### src/rtl/uart_serializer.sv
// Parallel-to-serial UART transmitter: start bit, WIDTH data bits LSB first,
// optional parity, 1 or 2 stop bits, each held for CLKS_PER_BIT clocks.
module uart_serializer #(
  parameter int WIDTH        = 8,
  parameter int CLKS_PER_BIT = 4,
  parameter int PARITY       = 0,
  parameter int STOP_BITS    = 1
) (
  input  logic             clk,
  input  logic             rst,
  input  logic [WIDTH-1:0] data,
  input  logic             send,
  output logic             busy,
  output logic             done,
  output logic             txd
);

  localparam int CW = (CLKS_PER_BIT > 1) ? $clog2(CLKS_PER_BIT) : 1;
  localparam int BW = (WIDTH > 1) ? $clog2(WIDTH) : 1;
  localparam logic [CW-1:0] CNT_LAST  = CW'(CLKS_PER_BIT - 1);
  localparam logic [BW-1:0] BIT_LAST  = BW'(WIDTH - 1);
  localparam logic          STOP_LAST = (STOP_BITS == 2);

  typedef enum logic [2:0] {
    IDLE,
    START,
    DATA,
    PAR,
    STOP
  } state_t;

  state_t           state, state_nxt;
  logic [CW-1:0]    cnt, cnt_nxt;
  logic [BW-1:0]    bit_idx, bit_nxt;
  logic             stop_idx, stop_nxt;
  logic [WIDTH-1:0] shreg, shreg_nxt;
  logic             par, par_nxt;
  logic             txd_nxt, busy_nxt, done_nxt;

  // Even parity is the XOR-reduce of the word; odd parity inverts it.
  function automatic logic parity_of(input logic [WIDTH-1:0] word);
    return (^word) ^ (PARITY == 2);
  endfunction

  always_ff @(posedge clk or negedge rst) begin
    if (!rst) begin
      state    <= IDLE;
      cnt      <= '0;
      bit_idx  <= '0;
      stop_idx <= 1'b0;
      shreg    <= '0;
      par      <= 1'b0;
      txd      <= 1'b1;
      busy     <= 1'b0;
      done     <= 1'b0;
    end else begin
      state    <= state_nxt;
      cnt      <= cnt_nxt;
      bit_idx  <= bit_nxt;
      stop_idx <= stop_nxt;
      shreg    <= shreg_nxt;
      par      <= par_nxt;
      txd      <= txd_nxt;
      busy     <= busy_nxt;
      done     <= done_nxt;
    end
  end

  // txd is computed one cycle ahead so the pin itself is a flop output.
  always_comb begin
    state_nxt = state;
    cnt_nxt   = cnt;
    bit_nxt   = bit_idx;
    stop_nxt  = stop_idx;
    shreg_nxt = shreg;
    par_nxt   = par;
    txd_nxt   = txd;
    busy_nxt  = busy;
    done_nxt  = 1'b0;
    case (state)
      IDLE: begin
        if (send) begin
          state_nxt = START;
          cnt_nxt   = CNT_LAST;
          bit_nxt   = '0;
          stop_nxt  = 1'b0;
          shreg_nxt = data;
          par_nxt   = parity_of(data);
          txd_nxt   = 1'b0;
          busy_nxt  = 1'b1;
        end
      end
      START: begin
        if (cnt == '0) begin
          state_nxt = DATA;
          cnt_nxt   = CNT_LAST;
          txd_nxt   = shreg[0];
        end else begin
          cnt_nxt = cnt - 1'b1;
        end
      end
      DATA: begin
        if (cnt == '0) begin
          cnt_nxt = CNT_LAST;
          if (bit_idx == BIT_LAST) begin
            if (PARITY != 0) begin
              state_nxt = PAR;
              txd_nxt   = par;
            end else begin
              state_nxt = STOP;
              txd_nxt   = 1'b1;
            end
          end else begin
            shreg_nxt = shreg >> 1;
            txd_nxt   = shreg_nxt[0];
            bit_nxt   = bit_idx + 1'b1;
          end
        end else begin
          cnt_nxt = cnt - 1'b1;
        end
      end
      PAR: begin
        if (cnt == '0) begin
          state_nxt = STOP;
          cnt_nxt   = CNT_LAST;
          txd_nxt   = 1'b1;
        end else begin
          cnt_nxt = cnt - 1'b1;
        end
      end
      STOP: begin
        if (cnt == '0) begin
          cnt_nxt = CNT_LAST;
          if (stop_idx == STOP_LAST) begin
            state_nxt = IDLE;
            busy_nxt  = 1'b0;
            done_nxt  = 1'b1;
            txd_nxt   = 1'b1;
          end else begin
            stop_nxt = 1'b1;
          end
        end else begin
          cnt_nxt = cnt - 1'b1;
        end
      end
      default: begin
        state_nxt = IDLE;
        busy_nxt  = 1'b0;
        txd_nxt   = 1'b1;
      end
    endcase
  end

endmodule

### config.mk
export PLATFORM = sky130hd
export DESIGN_NAME = uart_serializer
export DESIGN_NICKNAME = d
export VERILOG_FILES = /design/src/rtl/uart_serializer.sv
export SDC_FILE = /design/constraint.sdc
export NUM_CORES = 1
export LEC_CHECK = 0
export CAP_MARGIN = 20
export CORE_ASPECT_RATIO = 1.4
export CORE_MARGIN = 1.5
export CORE_UTILIZATION = 35
export CTS_CLUSTER_SIZE = 28
export DETAILED_ROUTE_END_ITERATION = 8
export GPL_ROUTABILITY_DRIVEN = 0
export SLEW_MARGIN = 20
export SYNTH_ARGS = -nofsm -noshare
export SYNTH_HDL_FRONTEND = slang
export SYNTH_SLANG_ARGS = --single-unit
### constraint.sdc
create_clock -name clk -period 1.9 [get_ports clk]
set_input_delay 0.285 -clock clk [delete_from_list [all_inputs] [get_ports clk]]
set_output_delay 0.285 -clock clk [all_outputs]
set_load 0.1 [all_outputs]
# == Word-level counts from Yosys, hierarchy flattened ==
# Index checks and enable logic that the tools add are counted.
# Widths: inputs -> output; s select.
# word_totals
regBits,20
input_bits,11
output_inout_bits,3
word_cells,74
# classes
addsub,2
n_eq_ne,13
n_mux,37
n_bitwise,1
reduce_logical,13
# ops
operator,count
$mux 3,10
$mux 8,3
$ne 2x2->1 const B,8
$pmux 8 s2,1
$mux 1,15
$pmux 3 s5,1
$reduce_and 4->1,2
$reduce_and 7->1,1
$eq 3x2->1 const B,2
$eq 3x3->1 const B,2
$pmux 3 s2,1
$reduce_and 6->1,1
$reduce_bool 2->1,3
$pmux 1 s5,1
$mux 2,2
$pmux 2 s2,1
$reduce_or 4->1,1
$add 3x1->3 const B,1
$eq 3x1->1 const B,1
$logic_not 3->1,1
$pmux 1 s3,1
$reduce_and 3->1,1
$reduce_or 3->1,1
$logic_not 2->1,1
4 further kinds,4

# == Logic depth before layout (Yosys ltp) ==
# logic_depth
depth_word,4
depth_mapped,6
mapped_depth_nobuf,5

# == Worst setup path after synthesis ==
# OpenSTA, ideal clock, no wires.
# synth_timing
path_kind,flip-flop to flip-flop
start,register bit_idx[0]
end,register bit_idx[0]
setup_time_ns,0.125
arrival_time_ns,1.678
t_required_ns,1.775
setup_slack_ns,0.097
stages_incl_launch_ff,7
path_buffers,1
synth_period_minus_slack_ns,1.803
cell_sequence,dfrtp_1 -> ha_1 -> ha_1 -> nand3b_1 -> a211oi_2 -> buf_6 -> mux2_2
# synth_via
elab_chain_cells,4
elab_cells_between_ends,7
classes_between,add/sub: 1; eq/ne: 2; mux: 3; reduce/logical: 1
# synth_lines
item,line_no,source
"start, declared",34,"logic [BW-1:0] bit_idx, bit_nxt;"
"start signal, assigned",59,bit_idx <= bit_nxt;
$add 3x1->3,116,bit_nxt = bit_idx + 1'b1;
$mux 3,105,if (bit_idx == BIT_LAST) begin
$mux 3,103,if (cnt == '0) begin
$pmux 3 s2,80,case (state)
# Several ways; a longest one is shown, not always the timed one. The select of a mux whose other input is x is not followed.
# A chain may end at the register's enable or synchronous reset.

# == Worst setup path in the final report ==
# layout_timing
start,register bit_idx[1]
end,register bit_idx[0]
# layout_via
elab_chain_cells,3
# layout_lines
item,line_no
$eq 3x3->1,105
$ne 2x2->1 (no line),-
$reduce_and 4->1 (no line),-
# No other way between the ends.

==> qor.csv <==
stage,metric,value,unit
cells_and_area,stdcell_count,148,
synth,synth-seq-cells,19,
global_route,grt_antenna_before_repair,0,
global_route,first_global_vias,812,
power_and_ir_drop,pwr-share-clk,10.5,%
setup_path,cp-startpoint,bit_idx[1],
power_and_ir_drop,p_int,1.22,mW
die,dieArea,3170,sq um
setup_path,r2r-start,bit_idx[1],
global_route,gr-usage-all-layers,15.0,%
clocking,cts_tree,done,
power_and_ir_drop,cellLeakagePower,0.568,nW
die,rows,22,
clocking,clk_latency,0.31,ns
synth,ys_types,26,
power_and_ir_drop,netSwitchingFraction,39.1,%
detailed_routing,first_iter_violations,11,
setup_path,start_kind,flip-flop,
clocking,max-clock-path-buffers,2,
placed_design,io_buffer_count,13,
global_route,overflow,0,
detailed_routing,ant_nets,0,
timing,slew_viol_final,0,
power_and_ir_drop,pwr-share-comb,54.3,%
cells_and_area,area_delta_synth_final,31.8,%
placed_design,placed_cells,141,
detailed_routing,routed-via-count,741,
setup_path,worst_setup_path_end_kind,flip-flop,
clocking,cts_buffers,3,
run,maxCapViolCount,0,
power_and_ir_drop,power.total,2.00,mW
setup_path,regToRegSetupSlack,0.01,ns
power_and_ir_drop,max-vdd-ir-drop,0.773,mV
setup_path,r2r_cells,6,
die,fp.dieH,66.0,microns
cells_and_area,nNetsFinal,127,
synth,yosysWarningCount,0,
hold_path,hold_class,in2async,
status,outcome,finished clean,
setup_path,required,2.10,ns
setup_path,r2r_end,bit_idx[0],
cells_and_area,final_common_cell,dfrtp_1,
synth,synth_nets,102,
detailed_routing,viasPerCell,5.01,
detailed_routing,drcViolationCount,0,
power_and_ir_drop,powerDensity,1530,nW/um^2
cells_and_area,antenna-diode-count,0,
timing,tightest_slew,0.426,ns
synth,syn-instance-count,88,
detailed_routing,wirelength,2060,microns
die,coreArea,2670,sq um
clocking,clock-root-buffer,clkbuf_4,
timing,max_slew_margin,71.5,%
die,die_x,48,microns
timing,period_share,99.3,%
clocking,clkSlewWorstSetupHoldPaths,0.11,ns
setup_path,cp_max_fo,4,
power_and_ir_drop,p_switching,0.784,mW
timing,rsz0062_at_grt,true,
clocking,clkSinkCount,19,
setup_path,critPathCapture,bit_idx[0],
placed_design,placed_area,1210,sq um
detailed_routing,drt-wirelength-per-cell,13.9,microns
timing,finalSetupViolations,0,
timing,final.setup_skew,0.00671,ns
synth,yosysSeqAreaShare,48.0,%
synth,syn_avg_cell_area,11.3,sq um
cells_and_area,mostFrequentLayoutCells,"18 x dfrtp_1, 11 x buf_4, 10 x clkdlybuf4s50_1",
cells_and_area,fin_area,1310,sq um
timing,hold_viol,0,
cells_and_area,drive_gt1_share,33.0,%
clocking,htreeDepth,1,
placed_design,dpl.hpwl,1410,microns
setup_path,critPathKind,reg2reg,
timing,fin_crit,1.89,ns
timing,timing.fmax,530,MHz
power_and_ir_drop,p_seq_share,35.2,%
detailed_routing,dr.pass1.iters,4,
setup_path,arrival,2.09,ns
die,start_util,37.2,%
global_route,grt_pass1_wl,3420,microns
global_route,grt_start_max_net_pins,20,
synth,synth.cell_area,992,sq um
die,io_pins,14,
-- synthesized netlist by cell type, drive strengths merged --
cell type  count  area [sq um]
a211oi         1          12.5
a21oi          8          40.0
a31oi          1          6.26
and3           1          6.26
buf            4          26.3
dfrtp         18           450
dfstp          1          26.3
ha             3          37.5
inv            7          26.3
mux2          15           169
mux2i          2          20.0
nand2          6          22.5
nand2b         2          12.5
nand3b         2          15.0
nor2           1          3.75
nor2b          1          6.26
nor3           3          15.0
nor3b          1          18.8
o21ai          5          25.0
o2bb2ai        1          8.76
o32a           1          10.0
o32ai          1          8.76
or3b           1          8.76
or4            1          7.51
xnor2          1          8.76
-- worst min path at each step --
stage           start    endpoint  slack (ns)  cells after the start
6_report          rst        busy        0.30                      2
3_3_place_gp   cnt[0]      cnt[0]        0.47                      1
4_1_cts           rst        busy        0.31                      2
2_1_floorplan     rst  bit_idx[0]       -0.01                      0
5_1_grt           rst        busy        0.33                      2
3_5_place_dp   cnt[0]      cnt[0]        0.48                      1
-- cell families (layout without fill, tap and decap cells) --
kind of cell,count (synthesis),after routing,synth area share (%)
buf+inv,11,35,5.30
fa+ha+maj,3,3,3.78
compound gates,18,18,11.2
xor+xnor,1,1,0.883
mux,17,17,19.0
flops,19,19,48.0
simple gates,19,19,11.7
-- sequential cells by signal (all words and copies together), names as in the netlist --
name     count
shreg        8
state        3
busy         1
bit_idx      3
txd          1
cnt          2
done         1
-- critical path, cell delays in order, from the launching register on --
cell      delay, ns
dfrtp_1        0.41
ha_2           0.21
ha_4           0.16
nand3b_1       0.16
a211oi_2       0.33
buf_4          0.21
mux2_4         0.30
-- stage by stage --
step | setup slack, ns | TNS, ns | hold slack, ns | utilization, %
final | 0.0126 | 0 | 0.299 | 49.0
after global routing | -0.0819 | -0.674 | 0.332 | 49.0
after CTS | 0.00759 | 0 | 0.313 | 47.1
after detailed placement | -0.0319 | -0.212 | 0.483 | 45.2
after global placement | 0.0435 | 0 | 0.468 | 45.2
after floorplan | 0.0971 | 0 | -0.0106 | -
-- power groups by stage --
stage	Clock, mW	Sequential [mW]	Combinational [mW]
after floorplan	0	0.833	0.566
after global placement	0	0.701	0.945
after detailed placement	0	0.714	0.965
after CTS	0.210	0.703	1.01
after global routing	0.228	0.731	1.20
final	0.210	0.705	1.09
-- layer usage --
metal	GRT usage (%)	wire length, microns	up-vias
li1	-	-	360
met1	16.3	864	365
met2	26.5	1100	11
met3	1.91	46	5
met4	7.77	44	0
met5	0	0	-
-- final cells by class --
cell class	count	area (sq um)
tap	36	45.0
inverter	7	26.3
fill	266	1360
sequential	19	477
timing repair buffer	24	225
multi-input combinational	58	508
clock buffer	4	26.3
-- repair_timing --
item                                    CTS  global route
pin swaps                                 1             2
hold buffers                              0             0
gates cloned                              1             0
buffers inserted                          2             0
endpoints found under the setup margin    8            10
resized for setup                         2            12
Note: power is estimated with default switching activity, not from simulation.
